**config.mk**
```make
export PLATFORM = sky130hd
export DESIGN_NAME = booth_mult_share_arbiter
export DESIGN_NICKNAME = d
export VERILOG_FILES = /design/src/rtl/booth_mult_arb_pkg.sv /design/src/rtl/booth_mult_share_arbiter_rr_arbiter.sv /design/src/rtl/booth_mult_share_arbiter.sv
export SDC_FILE = /design/constraint.sdc
export NUM_CORES = 1
export LEC_CHECK = 0
export ABC_AREA = 1
export BUFFER_PORTS_ARGS = -buffer_cell sky130_fd_sc_hd__buf_2
export CAP_MARGIN = 25
export CORE_AREA = 2 2 260 262
export DETAILED_ROUTE_END_ITERATION = 10
export DIE_AREA = 0 0 262 264
export SYNTH_ARGS = -nofsm -noshare
export SYNTH_HDL_FRONTEND = slang
export SYNTH_SLANG_ARGS = --single-unit
export TNS_END_PERCENT = 30
```
**constraint.sdc**
```tcl
create_clock -name clk -period 3.9 [get_ports clk]
set_clock_uncertainty 0.05 [all_clocks]
set_input_delay 0.195 -clock clk [delete_from_list [all_inputs] [get_ports clk]]
set_output_delay 0.195 -clock clk [all_outputs]
set_load 0.005 [all_outputs]
```
**src/rtl/booth_mult_arb_pkg.sv**
```systemverilog
// Shared constants and types for the Booth multiplier sharing arbiter.
// The tag is sized for the largest supported requester count so one struct fits every build.
package booth_mult_arb_pkg;

   localparam int W_DEF       = 32;
   localparam int NREQ_DEF    = 4;
   localparam int NREQ_MAX    = 8;
   localparam int MUL_LAT_DEF = 2;
   localparam int TAG_W       = $clog2(NREQ_MAX);

   typedef struct packed {
      logic             valid;
      logic [TAG_W-1:0] tag;
   } pipe_entry_t;

endpackage

```
**src/rtl/booth_mult_share_arbiter_rr_arbiter.sv**
```systemverilog
// Combinational round-robin picker: first eligible requester at or after rr_ptr wins.
module rr_arbiter
   import booth_mult_arb_pkg::*;
#(
   parameter int NREQ = NREQ_DEF
) (
   input  logic [NREQ-1:0]  eligible,
   input  logic [TAG_W-1:0] rr_ptr,
   output logic [NREQ-1:0]  gnt,
   output logic [TAG_W-1:0] gnt_idx,
   output logic             gnt_any
);

   always_comb begin
      gnt     = '0;
      gnt_idx = '0;
      gnt_any = 1'b0;
      // Outer loop walks the rotated priority order; inner loop maps each slot to a fixed index.
      for (int off = 0; off < NREQ; off++) begin
         for (int i = 0; i < NREQ; i++) begin
            if (!gnt_any && eligible[i] && (((int'(rr_ptr) + off) % NREQ) == i)) begin
               gnt[i]  = 1'b1;
               gnt_idx = TAG_W'(i);
               gnt_any = 1'b1;
            end
         end
      end
   end

endmodule

```
**src/rtl/booth_mult_share_arbiter.sv**
```systemverilog
// Time-shares one fully pipelined signed multiplier among NREQ requesters; a tag travels with
// each issued operation so the product lands in the issuing requester's response register.
module booth_mult_share_arbiter
   import booth_mult_arb_pkg::*;
#(
   parameter int NREQ    = NREQ_DEF,
   parameter int W       = W_DEF,
   parameter int MUL_LAT = MUL_LAT_DEF
) (
   input  logic                clk,
   input  logic                rst,
   input  logic [NREQ-1:0]     req,
   input  logic [NREQ*W-1:0]   req_a,
   input  logic [NREQ*W-1:0]   req_b,
   output logic [NREQ-1:0]     gnt,
   output logic [NREQ-1:0]     rsp_valid,
   output logic [NREQ*2*W-1:0] rsp_result,
   output logic [NREQ-1:0]     rsp_overflow,
   input  logic [NREQ-1:0]     rsp_ready,
   output logic [W-1:0]        mul_a,
   output logic [W-1:0]        mul_b,
   input  logic [2*W-1:0]      mul_result,
   input  logic                mul_overflow,
   output logic                busy
);

   if (NREQ < 2 || NREQ > NREQ_MAX || MUL_LAT < 1) begin : g_bad_params
      $error("booth_mult_share_arbiter: unsupported NREQ or MUL_LAT");
   end

   logic [TAG_W-1:0]    rr_ptr_q, rr_ptr_d;
   logic [NREQ-1:0]     outstanding_q, outstanding_d;
   pipe_entry_t         pipe_q [MUL_LAT];
   pipe_entry_t         pipe_d [MUL_LAT];
   logic signed [W-1:0] mul_a_q, mul_a_d;
   logic signed [W-1:0] mul_b_q, mul_b_d;
   logic [NREQ-1:0]     rsp_valid_q, rsp_valid_d;
   logic [NREQ*2*W-1:0] rsp_result_q, rsp_result_d;
   logic [NREQ-1:0]     rsp_ovf_q, rsp_ovf_d;

   logic [NREQ-1:0]     eligible;
   logic [NREQ-1:0]     gnt_w;
   logic [TAG_W-1:0]    gnt_idx;
   logic                gnt_any;
   logic                rsp_clobber;

   assign eligible = rst ? '0 : (req & ~outstanding_q);

   rr_arbiter #(.NREQ(NREQ)) u_rr_arbiter (
      .eligible (eligible),
      .rr_ptr   (rr_ptr_q),
      .gnt      (gnt_w),
      .gnt_idx  (gnt_idx),
      .gnt_any  (gnt_any)
   );

   always_comb begin
      rr_ptr_d      = rr_ptr_q;
      outstanding_d = outstanding_q;
      mul_a_d       = mul_a_q;
      mul_b_d       = mul_b_q;
      rsp_valid_d   = rsp_valid_q;
      rsp_result_d  = rsp_result_q;
      rsp_ovf_d     = rsp_ovf_q;
      rsp_clobber   = 1'b0;

      pipe_d[0].valid = gnt_any;
      pipe_d[0].tag   = gnt_idx;
      for (int s = 1; s < MUL_LAT; s++) begin
         pipe_d[s] = pipe_q[s-1];
      end

      if (gnt_any) begin
         rr_ptr_d = (gnt_idx == TAG_W'(NREQ - 1)) ? '0 : gnt_idx + 1'b1;
      end

      // Grant, capture and handshake are independent per index; outstanding keeps them disjoint.
      for (int i = 0; i < NREQ; i++) begin
         if (gnt_w[i]) begin
            mul_a_d          = req_a[i*W +: W];
            mul_b_d          = req_b[i*W +: W];
            outstanding_d[i] = 1'b1;
         end
         if (rsp_valid_q[i] && rsp_ready[i]) begin
            rsp_valid_d[i]   = 1'b0;
            outstanding_d[i] = 1'b0;
         end
         if (pipe_q[MUL_LAT-1].valid && (pipe_q[MUL_LAT-1].tag == TAG_W'(i))) begin
            rsp_clobber                  = rsp_valid_q[i] & ~rsp_ready[i];
            rsp_valid_d[i]               = 1'b1;
            rsp_result_d[i*2*W +: 2*W]   = mul_result;
            rsp_ovf_d[i]                 = mul_overflow;
         end
      end
   end

   always_ff @(posedge clk) begin
      if (rst) begin
         rr_ptr_q      <= '0;
         outstanding_q <= '0;
         for (int s = 0; s < MUL_LAT; s++) begin
            pipe_q[s] <= '0;
         end
         mul_a_q       <= '0;
         mul_b_q       <= '0;
         rsp_valid_q   <= '0;
         rsp_result_q  <= '0;
         rsp_ovf_q     <= '0;
      end else begin
         rr_ptr_q      <= rr_ptr_d;
         outstanding_q <= outstanding_d;
         for (int s = 0; s < MUL_LAT; s++) begin
            pipe_q[s] <= pipe_d[s];
         end
         mul_a_q       <= mul_a_d;
         mul_b_q       <= mul_b_d;
         rsp_valid_q   <= rsp_valid_d;
         rsp_result_q  <= rsp_result_d;
         rsp_ovf_q     <= rsp_ovf_d;
      end
   end

   // A product arriving for a requester still holding an unconsumed result would be lost.
   assert property (@(posedge clk) disable iff (rst) !rsp_clobber);

   assign gnt          = gnt_w;
   assign rsp_valid    = rsp_valid_q;
   assign rsp_result   = rsp_result_q;
   assign rsp_overflow = rsp_ovf_q;
   assign mul_a        = mul_a_q;
   assign mul_b        = mul_b_q;
   assign busy         = |outstanding_q;

endmodule

```
### Word-level counts from Yosys, hierarchy flattened

Memory sizes are Yosys's and may differ from the RTL's.
Index checks and enable logic that the tools add are counted.

* memory bits (writable): 8
* input port bits: 331
* register bits: 334
* memories kept: 1

* bitwise operators: 7
* mux-type cells: 69
* reduce and logical (&&, ||, !) cells: 72
* add/sub/neg operators: 4
* eq/ne operators: 16

Memory list
* pipe_q: words 2, bits a word 4, rd ports 2, clocked after memory_dff 0, write ports 2, RTL line booth_mult_share_arbiter.sv:33 `pipe_entry_t pipe_q [MUL_LAT];`

Operators with widths (count)
* two-way mux 32 bit: 8
* logical NOT 32 bit: 4
* two-way mux 1 bit: 43
* logical AND 1 bit: 39
* two-way mux 2 bit: 15
* equality test 3 x 2 -> 1 bit, second input constant: 6
* equality test 3 bit, second input constant: 6
* logical NOT 1 bit: 15
* OR reduction 2 bit: 7
* two-way mux 4 bit: 3
* nonzero test 2 bit: 4
* adder 2 x 1 -> 2 bit, second input constant: 2
* adder 2 bit, second input constant: 2
* bitwise AND 4 bit: 1
* equality test 2 bit, second input constant: 2
* NOT 4 bit: 1
* nonzero test 4 bit: 1
* OR reduction 4 bit: 1
* bitwise AND 1 bit, first input constant: 3
* equality test 3 x 1 -> 1 bit, second input constant: 1
* logical NOT 3 bit: 1
* equality test 2 x 1 -> 1 bit, second input constant: 1
* bitwise OR 1 bit: 2

### Logic depth before layout (Yosys ltp)

Gate-level depths: netlist of the first run.

* depth in word-level cells: 67
* depth in mapped cells: 21
* gate-level depth less buffers: 18

### Hierarchy

From an unflattened synthesis of the first run, not the netlist that was laid out.

* cell total of the unflattened synthesis: 2212
* area, all modules: 15127.0 um^2

Modules (own cells, without submodules)
* booth_mult_share_arbiter: cells each 2141, area each 14745.4 um^2, instances 1
* rr_arbiter: cells each 71, area each 381.6 um^2, instances 1

### Least setup slack after synthesis of the first run

Ideal clock, no wire load.

* path kind: register -> register
* start: register rr_ptr_q[0]
* end: register mul_a_q[21], in the netlist mul_a[21]
* library setup time: 0.119 ns
* path buffers: 2
* required time: 3.731 ns
* arrival time: 1.954 ns
* stages on the path, launching flop included: 20
* clock period less this slack: 2.124 ns
* slack: 1.776 ns
* cells stage by stage: dfxtp_1 inv_1 nand2_1 inv_1 nand2_1 nand4_1 nor2_2 nand4_1 nor2_1 nand4_1 nor2_2 nand3_1 nand2_2 inv_2 buf_2 buf_2 nand2_1 nand2_1 nand2_1 a21oi_1

* word-level cells in the longest chain between the ends: 64

RTL lines
* start, declared: RTL line booth_mult_share_arbiter.sv:31 `logic [TAG_W-1:0] rr_ptr_q, rr_ptr_d;`
* start signal, assigned: RTL line booth_mult_share_arbiter.sv:110 `rr_ptr_q <= rr_ptr_d;`
* logical NOT 32 bit: RTL line booth_mult_share_arbiter_rr_arbiter.sv:21 `if (!gnt_any && eligible[i] && (((int'(rr_ptr) + off) % NREQ) == i)) begin`
* logical AND 1 bit: RTL line booth_mult_share_arbiter_rr_arbiter.sv:21
* two-way mux 1 bit: RTL line booth_mult_share_arbiter_rr_arbiter.sv:21
* logical NOT 1 bit: RTL line booth_mult_share_arbiter_rr_arbiter.sv:21
* logical AND 1 bit (2 in a row): RTL line booth_mult_share_arbiter_rr_arbiter.sv:21
* two-way mux 1 bit: RTL line booth_mult_share_arbiter_rr_arbiter.sv:21
* logical NOT 1 bit: RTL line booth_mult_share_arbiter_rr_arbiter.sv:21
* logical AND 1 bit (2 in a row): RTL line booth_mult_share_arbiter_rr_arbiter.sv:21
* [... 44 more ...]
* two-way mux 1 bit: RTL line booth_mult_share_arbiter_rr_arbiter.sv:21
* logical NOT 1 bit: RTL line booth_mult_share_arbiter_rr_arbiter.sv:21
* logical AND 1 bit (2 in a row): RTL line booth_mult_share_arbiter_rr_arbiter.sv:21
* two-way mux 1 bit: RTL line booth_mult_share_arbiter_rr_arbiter.sv:21
* logical NOT 1 bit: RTL line booth_mult_share_arbiter_rr_arbiter.sv:21
* logical AND 1 bit (2 in a row): RTL line booth_mult_share_arbiter_rr_arbiter.sv:21
* two-way mux 1 bit: RTL line booth_mult_share_arbiter_rr_arbiter.sv:21
* nonzero test 4 bit (no source line) / two-way mux 32 bit (equally long branches)
* end signal, assigned: RTL line booth_mult_share_arbiter.sv:115 `mul_a_q <= mul_a_d;`
* end, declared: RTL line booth_mult_share_arbiter.sv:35 `logic signed [W-1:0] mul_a_q, mul_a_d;`

Several ways; a longest one is shown, not always the timed one.
A chain may end at the register's enable or synchronous reset.

### Final worst setup path of the first run

* start: input port rst
* end: register mul_a_q[30], in the netlist mul_a[30]

* word-level cells in the longest chain between the ends: 64

RTL lines
* start, declared: RTL line booth_mult_share_arbiter.sv:11 `input logic rst,`
* two-way mux 4 bit: RTL line booth_mult_share_arbiter.sv:47 `assign eligible = rst ? '0 : (req & ~outstanding_q);`
* logical AND 1 bit: RTL line booth_mult_share_arbiter_rr_arbiter.sv:21
* two-way mux 1 bit: RTL line booth_mult_share_arbiter_rr_arbiter.sv:21
* logical NOT 1 bit: RTL line booth_mult_share_arbiter_rr_arbiter.sv:21
* logical AND 1 bit (2 in a row): RTL line booth_mult_share_arbiter_rr_arbiter.sv:21
* two-way mux 1 bit: RTL line booth_mult_share_arbiter_rr_arbiter.sv:21
* logical NOT 1 bit: RTL line booth_mult_share_arbiter_rr_arbiter.sv:21
* logical AND 1 bit (2 in a row): RTL line booth_mult_share_arbiter_rr_arbiter.sv:21
* [... 44 more ...]
* two-way mux 1 bit: RTL line booth_mult_share_arbiter_rr_arbiter.sv:21
* logical NOT 1 bit: RTL line booth_mult_share_arbiter_rr_arbiter.sv:21
* logical AND 1 bit (2 in a row): RTL line booth_mult_share_arbiter_rr_arbiter.sv:21
* two-way mux 1 bit: RTL line booth_mult_share_arbiter_rr_arbiter.sv:21
* logical NOT 1 bit: RTL line booth_mult_share_arbiter_rr_arbiter.sv:21
* logical AND 1 bit (2 in a row): RTL line booth_mult_share_arbiter_rr_arbiter.sv:21
* two-way mux 1 bit: RTL line booth_mult_share_arbiter_rr_arbiter.sv:21
* nonzero test 4 bit (no source line) / two-way mux 32 bit (equally long branches)

Several ways; a longest one is shown, not always the timed one.

==> out/metrics.yaml, run 1 <==
timing:
  slew_headroom_pct: 31.8
  min_period_ns: 3.55
  fmax_mhz: 282
  rsz0062_at_grt: "no"
  final_max_slew_viol_count: 0
  worst_pin_slew_ns: 1.02
  timing.hold.ws_ns: 0.00574
  hold_violations: 0
  finalCritPeriodShare_pct: 91.0
  tns_ns: 0
  setup-violations-final: 0
floorplanning:
  die_w_um: 262
  start_util_pct: 21.5
  die_h_um: 264
  core_mm2: 0.0666
  num_io_pins: 664
  dieArea_mm2: 0.0692
  row_count: 95
outcome:
  status: "finished, final reports clean"
routing:
  drtIter0Drc: 943
  viasPerCell: 4.48
  firstDrtPassIters: 7
  antenna_left: 0
  wl_per_cell_um: 17.2
  routed_wl_um: 64100
  drc: 0
  vias: 16700
finish:
  finalNetCount: 3150
  syn2layout_area_growth_pct: 50.6
  drive_gt1_share_pct: 27.3
  nFillCells: 7208
  finish.utilization_pct: 32.3
  stdcell_area_mm2: 0.0215
power_and_ir_drop:
  seqPwrFrac_pct: 33.0
  combPwrFrac_pct: 40.8
  leakage_uw: 0.0105
  ir_drop_mv: 0.311
  p_clk_share_pct: 26.2
  p_sw_uw: 5340
  p_per_area_mw_per_mm2: 643
  intPower_uw: 8470
  sw_frac_of_total_pct: 38.7
yosys:
  synth_area_per_cell_um2: 6.96
  yosysTopAreaCell: "dfxtp_1"
  synthArstFlopShare_pct: 0
  synth.area.top_cells: "dfxtp_1 (48%), nand2_1 (12%), a21oi_1 (9.4%)"
  ys_seq_area_share_pct: 47.7
  ys_warn_count: 0
  synth-edff-count: 0
  yosys.cell_count.top_type: "nand2_1"
  ys_types: 25
  ys_ff_latch: 340
  syn_inst: 2053
  synth_top_area_share_pct: 47.7
  ys.flop_type: "dfxtp_1"
  synth_area_mm2: 0.0143
  synthTopCellsByCount: "nand2_1 (471), dfxtp_1 (340), nor2_1 (281), a21oi_1 (267), o21ai_0 (266)"
  synth_fp_nets: 2384
global_routing:
  grt_pass1_wl_um: 94600
  first_global_vias: 16100
  grt_overflow_total: 0
  grt_usage_pct: 17.7
  antenna_found_initial: 16
  grt_max_degree: 117
critical_path:
  path_class: "primary input to flop"
  cp-start-kind: "primary input"
  r2r-start: "rr_ptr_q[0]"
  rr_worst_depth: 16
  slowest_delay_ns: 0.60
  end_kind: "flop"
  reg2reg_slack_ns: 0.48
  r2r_end: "mul_a[30]"
  arrival_ns: 3.98
  cp_max_fo: 66
  critPathSlowestCell: "buf_4"
  path_cells: "dlygate4sd3_1 > buf_4 > inv_6 > nand3_1 > nor2_1 > nor2_1 > nand4_1 > nor2_2 > nand4_2 > nor3_1 > nor3b_1 > nand2_2 > buf_4 > a21oi_1 > a21oi_1 > dlygate4sd3_1"
  required_ns: 4.33
clock_network:
  htreeDepth: 2
  cts_sinks: 340
  numCtsBuffers: 41
  root_buffer: "clkbuf_16"
  clk_pin_slew_ns: 0.06
  cts_tree: "built"
  clock_path_buffers: 3
  insertion_delay_ns: 0.55
worst_hold_path:
  holdPathStages: 5
  hold_start: "req_b[71]"
  hold_class: "primary input to flop"
  min_to: "mul_b[7]"
flow_run:
  max_cap_violations: 0
placed_design:
  gp_congestion: 0.863
  port_buffers: 663
  dp_hpwl_um: 43600
  dpl-instance-area_mm2: 0.0183
placed cells by master, fill, tap and decap left out, types with 12 or more instances in the layout:
cell type,count
o21ai_0,266
inv_1,94
a21oi_1,267
nand3_1,135
nor2_1,280
buf_2,662
clkbuf_1,15
dlygate4sd3_1,194
dfxtp_1,339
clkbuf_16,41
buf_4,25
diode_2,12
nand2_1,469
worst max-delay path, delay by kind of cell:
kind / cells / cell delay [ns]
buffers and inverters: 5 / 2.06
AND/OR/NAND/NOR: 9 / 1.29
AO/OA/AOI/OAI: 2 / 0.35
registers in the layout, summed over array words and instances, names as in the netlist:
| name | count |
|---|---|
| outstanding_q | 4 |
| mul_a | 32 |
| rsp_overflow | 4 |
| pipe_q | 6 |
| mul_b | 32 |
| rsp_valid | 4 |
| rsp_result | 256 |
| rr_ptr_q | 2 |
power by group through the flow:
stage / registers [µW] / clock network, µW / logic [µW]
floorplan: 4600 / 0 / 3000
global route: 4640 / 3860 / 6300
CTS: 4560 / 3730 / 5600
detailed placement: 4620 / 0 / 5000
global placement: 4620 / 0 / 5000
finish: 4560 / 3620 / 5640
through the flow:
stage	setup WS, ns	instances	total power [µW]
finish	0.351	3736	13800
global route	0.0403	3736	14800
CTS	0.313	3724	13900
detailed placement	0.863	3455	9620
global placement	0.685	3454	9610
floorplan	1.78	2053	7610
layout make-up:
type / count / area (µm²) / share of cell area [%]
tap: 873 / 1090 / 5.08
clock inverter: 12 / 72.6 / 0.337
multi-input combinational: 1447 / 6380 / 29.7
timing repair buffer: 886 / 5540 / 25.8
inverter: 103 / 394 / 1.83
clock buffer: 63 / 1180 / 5.48
sequential: 340 / 6810 / 31.7
antenna: 12 / 30.0 / 0.140
kinds of logic after synthesis:
group                  Yosys count  share of synthesized area [%]
buffers and inverters          266                           7.85
flip-flops                     340                           47.7
AO/OA/AOI/OAI                  536                           18.8
AND/OR/NAND/NOR                911                           25.7
how the worst max path moves through the flow:
stage                      startpoint         to
after floorplan           rr_ptr_q[0]  mul_a[21]
after global placement            rst   mul_a[7]
after detailed placement          rst  mul_b[30]
after CTS                         rst  mul_b[30]
after global routing              rst   mul_b[1]
final                             rst  mul_a[30]
per-layer routing:
| layer | global-route usage (%) | wire length (µm) | share of wire, % |
|---|---|---|---|
| met1 | 19.9 | 25200 | 39 |
| met2 | 30.8 | 30900 | 48 |
| met3 | 3.54 | 4520 | 7.0 |
| met4 | 9.97 | 3530 | 5.5 |
| met5 | 0 | 0 | 0 |
what timing repair did:
| action | 4_1_cts | 5_1_grt |
|---|---|---|
| hold endpoints to repair | 330 | 0 |
| endpoints found under the setup margin | 0 | 12 |
| hold buffers | 194 | 0 |
| resized for setup | 0 | 2 |
| setup buffers | 0 | 0 |
Note: power is estimated with default switching activity, not from simulation.
==> run 2: changes to the inputs <==
--- a/config.mk
+++ b/config.mk
@@ -9,6 +9,7 @@
 export BUFFER_PORTS_ARGS = -buffer_cell sky130_fd_sc_hd__buf_2
 export CAP_MARGIN = 25
 export CORE_AREA = 2 2 260 262
+export CTS_BUF_LIST = sky130_fd_sc_hd__clkbuf_4
 export DETAILED_ROUTE_END_ITERATION = 10
 export DIE_AREA = 0 0 262 264
 export SYNTH_ARGS = -nofsm -noshare
==> run 2 against run 1 <==
Net effect:
- combinational power increased by 1%
- worst hold slack better by 0.11 ns
- final cell count rose by 3.1%
- flip-flop and latch count did not move
- highest routed layer unchanged
==> out/metrics.yaml, run 2 (same netlist as run 1, synthesis figures left out) <==
critical_path:
  required_ns: 4.64  # +0.31 ns
  cp-start-kind: "flop"
  slowest_delay_ns: 0.68  # +0.08 ns
  path_cells: "inv_1 > nor2_1 > inv_1 > nor2_1 > inv_1 > nand4_1 > nor2_1 > nand4_1 > nor2_2 > nand3_1 > nand2_2 > inv_2 > buf_4 > nand2_1 > nand2_1 > nand2_1 > a21oi_1 > dlygate4sd3_1"
  r2r-start: "rr_ptr_q[0]"
  path_delay_family: "buffers and inverters"
  cp_max_fo: 48  # -27%
  arrival_ns: 4.23  # +0.25 ns
  setup.worst_path.end: "mul_b[31]"
  worst-path-buf-inv: 6  # +1
  reg2reg_slack_ns: 0.41  # -0.07 ns
  r2r_end: "mul_b[31]"
  critPathSlowestCell: "inv_2"
  cp-startpoint: "rr_ptr_q[0]"
  rr_worst_depth: 18  # +2
  end_kind: "flop"
  path_class: "flop to flop"
  cp.depth: 18  # +2
timing:
  worst_pin_slew_ns: 1.01  # -0.00941 ns
  hold_violations: 0  # unchanged
  final_max_slew_viol_count: 0  # unchanged
  min_period_ns: 3.49  # -0.0594 ns
  fmax_mhz: 287  # +1.7%
  setup-violations-final: 0  # unchanged
  slew_headroom_pct: 32.4  # +0.63 points
  rsz0062_at_grt: "no"
  tns_ns: 0  # unchanged
  finalCritPeriodShare_pct: 89.5  # -1.5 points
power_and_ir_drop:
  combPwrFrac_pct: 41.6  # +0.8 points
  p_sw_uw: 5460  # +2.3%
  sw_frac_of_total_pct: 39.9  # +1.2 points
  p_clk_share_pct: 25.1  # -1.1 points
  seqPwrFrac_pct: 33.3  # +0.3 points
  leakage_uw: 0.0107  # +1.9%
  intPower_uw: 8230  # -2.9%
  p_per_area_mw_per_mm2: 632  # -1.7%
  ir_drop_mv: 0.325  # +4.5%
placed_design:
  port_buffers: 663  # unchanged
  gp_congestion: 0.863  # unchanged
  dp_hpwl_um: 43600  # unchanged
clock_network:
  numCtsBuffers: 97  # +140%
  htreeDepth: 3  # +1
  insertion_delay_ns: 0.81  # +0.26 ns
  cts_sinks: 340  # unchanged
  post-cts-setup-buffer-count: 0  # unchanged
  clock_path_buffers: 3  # unchanged
  clk_pin_slew_ns: 0.07  # about the same
  cts_tree: "built"
  root_buffer: "clkbuf_4"
finish:
  finish.utilization_pct: 32.6  # +0.26 points
  largest_reg_flops: 256  # unchanged
  final_cell_mix: "buf_2 (662), nand2_1 (469), dfxtp_1 (339), nor2_1 (280), a21oi_1 (267)"
  finalNetCount: 3222  # +2.3%
  layout_commonest_cell: "buf_2"
  syn2layout_area_growth_pct: 51.8
  drive_gt1_share_pct: 29.5  # +2.3 points
floorplanning:
  row_count: 95  # unchanged
  die_w_um: 262  # unchanged
  dieArea_mm2: 0.0692  # unchanged
  start_util_pct: 21.5  # unchanged
  core_mm2: 0.0666  # unchanged
  num_io_pins: 664  # unchanged
  die_h_um: 264  # unchanged
routing:
  firstDrtPassIters: 5  # -2
  drtIter0Drc: 884  # -6.3%
  routed_wl_um: 64900  # +1.2%
  antenna_left: 0  # unchanged
  viasPerCell: 4.45  # -0.56%
  vias: 17200  # +2.5%
  drc: 0  # unchanged
  wl_per_cell_um: 16.9  # -1.8%
global_routing:
  grt_max_degree: 117  # unchanged
  gr-usage-met2_pct: 31.3  # +0.44 points
  grt_util_met3_pct: 4.39  # +0.85 points
  grt_usage_pct: 18.0  # +0.33 points
  grt_busiest_layer: "met2"
  met1_usage_pct: 19.6  # -0.24 points
  grt_overflow_total: 0  # unchanged
  first_global_vias: 16700  # +3.7%
  grt_pass1_wl_um: 96000  # +1.5%
  antenna_found_initial: 16  # unchanged
outcome:
  status: "finished, final reports clean"
flow_run:
  max_cap_violations: 0  # unchanged
worst_hold_path:
  hold_class: "primary input to flop"
-- run 2: power groups by stage --
stage               registers (µW)  logic [µW]  clock network [µW]
global route                  4640        6380                3760
floorplan                     4600        3000                   0
global placement              4620        5000                   0
detailed placement            4620        5000                   0
finish                        4560        5700                3440
CTS                           4560        5670                3570
-- run 2: area by class of cell --
cell class	instances	area (µm²)
antenna	14	35.0
clock buffer	146	1100
clock inverter	26	164
fill	7247	44900
inverter	103	392
multi-input combinational	1447	6380
sequential	340	6810
tap	873	1090
timing repair buffer	902	5710
-- run 2: how the worst min path moves through the flow --
stage | from | to | slack (ns) | depth (start not counted)
detailed placement | pipe_q[0][0] | pipe_q[0][4] | 0.34 | 2
finish | mul_result[34] | rsp_result[162] | 0.12 | 4
global route | mul_result[52] | rsp_result[180] | 0.03 | 4
CTS | mul_result[37] | rsp_result[165] | 0.005 | 4
floorplan | mul_overflow | rsp_overflow[2] | 0.28 | 2
global placement | pipe_q[0][0] | pipe_q[0][4] | 0.34 | 2
-- run 2: metal layers --
metal  part of all wire (%)  up-vias  routed length [µm]
met1                     39     7772               25100
met4                    5.3        0                3430
met5                      0        -                   0
met2                     49      789               31500
li1                       -     8420                   -
met3                    7.5      174                4880
-- run 2: repair_timing --
item                                   4_1_cts  5_1_grt
hold buffers                               210        0
endpoints found under the hold margin      339        0
setup endpoints to repair                    0        1
gates resized for setup                      0        1
-- run 2: per-stage QoR --
step           cell area [µm²]  power (µW)  cells  worst slack [ns]  hold slack, ns
2_1_floorplan            14300        7610   2053              1.78           0.280
3_3_place_gp             18300        9610   3454             0.685           0.336
3_5_place_dp             18300        9620   3455             0.863           0.338
4_1_cts                  21600       13800   3837             0.164         0.00459
5_1_grt                  21700       14800   3851           0.00812          0.0286
6_report                 21700       13700   3851             0.410           0.120
-- run 2: tightest hold or removal path, stage by stage --
cell           delay [ns]
dlygate4sd3_1        0.52
buf_2                0.14
nor2_1               0.05
nor2_1               0.08
